### config.mk
export PLATFORM = sky130hd
export DESIGN_NAME = tm_feedback_gen
export DESIGN_NICKNAME = d
export VERILOG_FILES = /design/src/rtl/tm_feedback_gen.sv
export SDC_FILE = /design/constraint.sdc
export NUM_CORES = 1
export LEC_CHECK = 0
export BUFFER_PORTS_ARGS = -buffer_cell sky130_fd_sc_hd__clkbuf_2
export CAP_MARGIN = 20
export CORE_MARGIN = 8
export CORE_UTILIZATION = 54
export DETAILED_ROUTE_END_ITERATION = 12
export MAX_ROUTING_LAYER = met4
export PLACE_DENSITY_LB_ADDON = 0.15
export SLEW_MARGIN = 0
export SYNTH_ARGS = -nofsm -noshare
export SYNTH_HDL_FRONTEND = slang
export SYNTH_SLANG_ARGS = --single-unit
export TNS_END_PERCENT = 20
### constraint.sdc
create_clock -name clk -period 12 [get_ports clk]
set_input_delay 0.6 -clock clk [delete_from_list [all_inputs] [get_ports clk]]
set_output_delay 0.6 -clock clk [all_outputs]
set_load 0.01 [all_outputs]
### src/rtl/tm_feedback_gen.sv
// tm_feedback_gen: per-clause Tsetlin feedback command generator with LFSR-driven selection
module tm_feedback_gen #(
  parameter int          NCLAUSE = 10,
  parameter int          T       = 5,
  parameter logic [15:0] SEED    = 16'hACE1,
  localparam int         IW      = $clog2(NCLAUSE)
) (
  input  logic               clk,
  input  logic               rst,
  input  logic               in_valid,
  output logic               in_ready,
  input  logic [NCLAUSE-1:0] pos_clause,
  input  logic [NCLAUSE-1:0] neg_clause,
  input  logic               label,
  output logic               fb_valid,
  input  logic               fb_ready,
  output logic [IW-1:0]      fb_index,
  output logic               fb_polarity,
  output logic [1:0]         fb_type,
  output logic               busy,
  output logic               done
);
  localparam int VW = $clog2(NCLAUSE + 1) + 2;
  localparam int SW = VW + 9;
  localparam logic [1:0] S_IDLE  = 2'd0;
  localparam logic [1:0] S_CALC  = 2'd1;
  localparam logic [1:0] S_ISSUE = 2'd2;
  localparam logic [1:0] S_DONE  = 2'd3;
  localparam logic signed [VW-1:0] TS = VW'(T);
  localparam logic [SW-1:0] T2 = SW'(2 * T);
  localparam logic [IW-1:0] LAST = IW'(NCLAUSE - 1);

  logic [1:0]         r_state;
  logic [NCLAUSE-1:0] r_pos, r_neg;
  logic               r_label;
  logic [VW-1:0]      r_num;
  logic [15:0]        r_lfsr;
  logic               r_fb_valid;
  logic [IW-1:0]      r_idx;
  logic               r_pol;
  logic [VW-1:0]        w_pcp, w_pcn, w_num;
  logic signed [VW-1:0] w_v, w_vc;
  logic                 w_sel, w_xfer, w_last;
  logic [15:0]          w_lfsr_next;

  // popcount of the latched clause vectors, each bit counted once
  always_comb begin
    w_pcp = '0;
    w_pcn = '0;
    for (int i = 0; i < NCLAUSE; i++) begin
      w_pcp = w_pcp + VW'(r_pos[i]);
      w_pcn = w_pcn + VW'(r_neg[i]);
    end
  end

  assign w_v  = $signed(w_pcp) - $signed(w_pcn);
  assign w_vc = w_v > TS ? TS : (w_v < -TS ? -TS : w_v);
  assign w_num = r_label ? TS - w_vc : TS + w_vc;

  assign w_sel       = (SW'(r_lfsr[7:0]) * T2) < (SW'(r_num) << 8);
  assign w_xfer      = r_fb_valid && fb_ready;
  assign w_last      = r_pol && r_idx == LAST;
  assign w_lfsr_next = (r_lfsr >> 1) ^ (r_lfsr[0] ? 16'hB400 : 16'h0000);

  assign in_ready    = r_state == S_IDLE;
  assign busy        = r_state != S_IDLE;
  assign done        = r_state == S_DONE;
  assign fb_valid    = r_fb_valid;
  assign fb_index    = r_idx;
  assign fb_polarity = r_pol;
  assign fb_type     = !r_fb_valid || !w_sel ? 2'b00 : (r_pol ^ r_label) ? 2'b01 : 2'b10;

  // job sequencing, clause cursor and LFSR; lfsr steps once per accepted command
  always_ff @(posedge clk) begin
    if (rst) begin
      r_state    <= S_IDLE;
      r_pos      <= '0;
      r_neg      <= '0;
      r_label    <= 1'b0;
      r_num      <= '0;
      r_lfsr     <= SEED;
      r_fb_valid <= 1'b0;
      r_idx      <= '0;
      r_pol      <= 1'b0;
    end else begin
      if (w_xfer) r_lfsr <= w_lfsr_next;
      case (r_state)
        S_IDLE: if (in_valid) begin
          r_pos   <= pos_clause;
          r_neg   <= neg_clause;
          r_label <= label;
          r_state <= S_CALC;
        end
        S_CALC: begin
          r_num      <= w_num;
          r_idx      <= '0;
          r_pol      <= 1'b0;
          r_fb_valid <= 1'b1;
          r_state    <= S_ISSUE;
        end
        S_ISSUE: if (w_xfer) begin
          r_idx <= r_idx == LAST ? '0 : r_idx + 1'b1;
          r_pol <= r_idx == LAST ? 1'b1 : r_pol;
          if (w_last) begin
            r_fb_valid <= 1'b0;
            r_pol      <= 1'b0;
            r_state    <= S_DONE;
          end
        end
        default: r_state <= S_IDLE;
      endcase
    end
  end
endmodule
==> results_dict.tcl <==
set metrics [dict create \
    wl_per_cell_um 12.58 \
    cts_buffers 5 \
    synth_most_common_cell "nand2_1" \
    clk-insertion-delay-late_ns 0.30 \
    yosys_most_used_dff "dfxtp_1" \
    finalMaxSlewViolations 0 \
    min_period_over_period_pct 47.58 \
    grt_usage_pct 15.29 \
    cp-start-kind "register" \
    antenna_found_initial 0 \
    viasPerCell 5.188 \
    std_cell_rows 27 \
    synth_nets 440 \
    drt_wl_total_um 5962 \
    timing.slew.headroom_pct 52.35 \
    end_kind "register" \
    max-cap-violations 0 \
    syn_area_per_cell_um2 8.216 \
    yosys_warnings 0 \
    drc 0 \
    reg2reg_slack_ns 6.29 \
    tns_ns 0 \
    seq_area_frac_synth_pct 33.22 \
    hold_path.class "register to register" \
    root_buffer "clkbuf_8" \
    nFillCells 503 \
    grt_pass1_wl_um 10510 \
    rsz0062_at_grt "no" \
    htree_levels 2 \
    path_clk_slew_ns 0.09 \
    area_growth_pct 10.42 \
    finalNetCount 467 \
    cts_hold_buf 0 \
    worst_pin_slew_ns 0.7130 \
    finClkSkew_ns 0.005498 \
    initial_utilization_pct 55.81 \
    cts_sinks 51 \
    critical_path_required_ns 12.19 \
    die_area_um2 8360 \
    first_iter_violations 100 \
    rr_worst_depth 19 \
    holdPathStages 2 \
    fin_crit_ns 5.709 \
    synth_area_um2 3073 \
    io_pins 36 \
    synth_edf_count 0 \
    port_buffers 35 \
    status "completed" \
    cts_buffer_depth 2 \
    synth_cells 374 \
    die_w_um 91.44 \
    synth_top_area_share_pct 33.22 \
    gp_congestion 0.8560 \
    die-height_um 91.44 \
    num_vias 2459 \
    yosysUniqueCellTypes 45 \
    synthArstFlopShare_pct 0 \
    finalSetupViolations 0 \
    drtPass1Iterations 4 \
    worstPathArrival_ns 5.90 \
    diodes 0 \
    ys_seq_elements 51 \
    cts_tree "yes" \
    grt_max_degree 55 \
    cts_setup_buffers 0 \
    grt_overflow 0 \
    post_cts_resize_count 0 \
    drive_gt1_share_pct 12.69 \
    synth_area_leaders "dfxtp_1, ha_1, nand2_1" \
    ant_nets 0 \
    finalHoldViolations 0 \
    dp_hpwl_um 4560 \
    synth_commonest_cells "nand2_1, dfxtp_1, a21oi_1" \
    core_um2 5507 \
    crit_fanout 6 \
    grt_pass1_vias 2503 \
    synth_top_cell_by_area "dfxtp_1" \
    critPathKind "register to register" \
    fmax_mhz 175.2 \
]
==> critical path, stage by stage (launching register included) <==
cell and delay [ns]:
dfxtp_1 0.34, fa_1 0.58, fa_1 0.44, fa_1 0.51, inv_1 0.05, fa_1 0.54, fa_1 0.43, ha_1 0.22
fa_1 0.43, a21o_1 0.20, a21oi_1 0.16, xnor2_1 0.20, nand2_1 0.11, ha_1 0.38, inv_1 0.10, nand3_1 0.12
o21ai_0 0.12, a211oi_1 0.31, nor2_1 0.09, a311o_1 0.26
==> cells in the final DEF (no fill, tap or decap), types with 4 or more instances in the layout <==
cell,netlist,final
nand2_1,82,82
xor2_1,6,6
a21oi_1,44,44
clkbuf_2,0,35
inv_1,41,41
ha_1,28,28
o21ai_0,8,8
fa_1,13,13
nand3_1,7,7
nor2_1,18,18
clkbuf_8,0,6
nand3b_1,9,9
xnor2_1,6,6
dfxtp_1,51,51
a211oi_1,4,4
==> routing by layer <==
| layer | up-vias | global-route usage, % | routed length, um |
|---|---|---|---|
| met5 | - | - | 0 |
| met4 | 0 | 4.911 | 78 |
| met3 | 7 | 3.374 | 130 |
| met2 | 36 | 25.57 | 2801 |
| met1 | 1133 | 17.72 | 2952 |
| li1 | 1283 | - | - |
==> path summary, 6_finish.rpt <==
kind         startpoint          to
min          r_lfsr[15]  r_lfsr[14]
max reg2reg    r_neg[1]    r_num[5]
min reg2reg  r_lfsr[15]  r_lfsr[14]
max            r_neg[1]    r_num[5]
==> registers in the layout (all words and copies together) (netlist names) <==
register	flops
fb_index	4
fb_polarity	1
fb_valid	1
r_label	1
r_lfsr	16
r_neg	10
r_num	6
r_pos	10
r_state	2
==> cells by family after synthesis <==
kind of cell / synth area share, %
and+or+nand+nor: 19.26
muxes: 0.3257
xor gates and xnor gates: 3.420
adders and majority gates: 19.87
buffers and inverters: 6.963
AOI/OAI and AO/OA: 16.94
DFF: 33.22
==> layout make-up <==
type / count / area, um^2 / area share [%]
clock inverter: 1 / 8.758 / 0.2581
tap: 72 / 90.09 / 2.655
timing repair buffer: 36 / 195.2 / 5.752
clock buffer: 7 / 86.33 / 2.544
sequential: 51 / 1021 / 30.09
inverter: 41 / 153.9 / 4.535
multi-input combinational: 266 / 1838 / 54.17
==> per-stage QoR <==
| stage | cell area [um^2] | util (%) | hold WS [ns] | setup slack (ns) | cells |
|---|---|---|---|---|---|
| final | 3393 | 61.62 | 0.4544 | 6.291 | 474 |
| after global routing | 3393 | 61.62 | 0.4794 | 5.955 | 474 |
| after CTS | 3373 | 61.26 | 0.4584 | 6.268 | 473 |
| after detailed placement | 3278 | 59.53 | 0.4452 | 6.288 | 465 |
| after global placement | 3278 | 59.53 | 0.4359 | 6.433 | 465 |
| after floorplan | 3073 | - | 0.4320 | 6.611 | 374 |
Power is left out: the tool's default activity adds up to more than one toggle a clock period on the data nets, which glitch-free logic cannot reach.
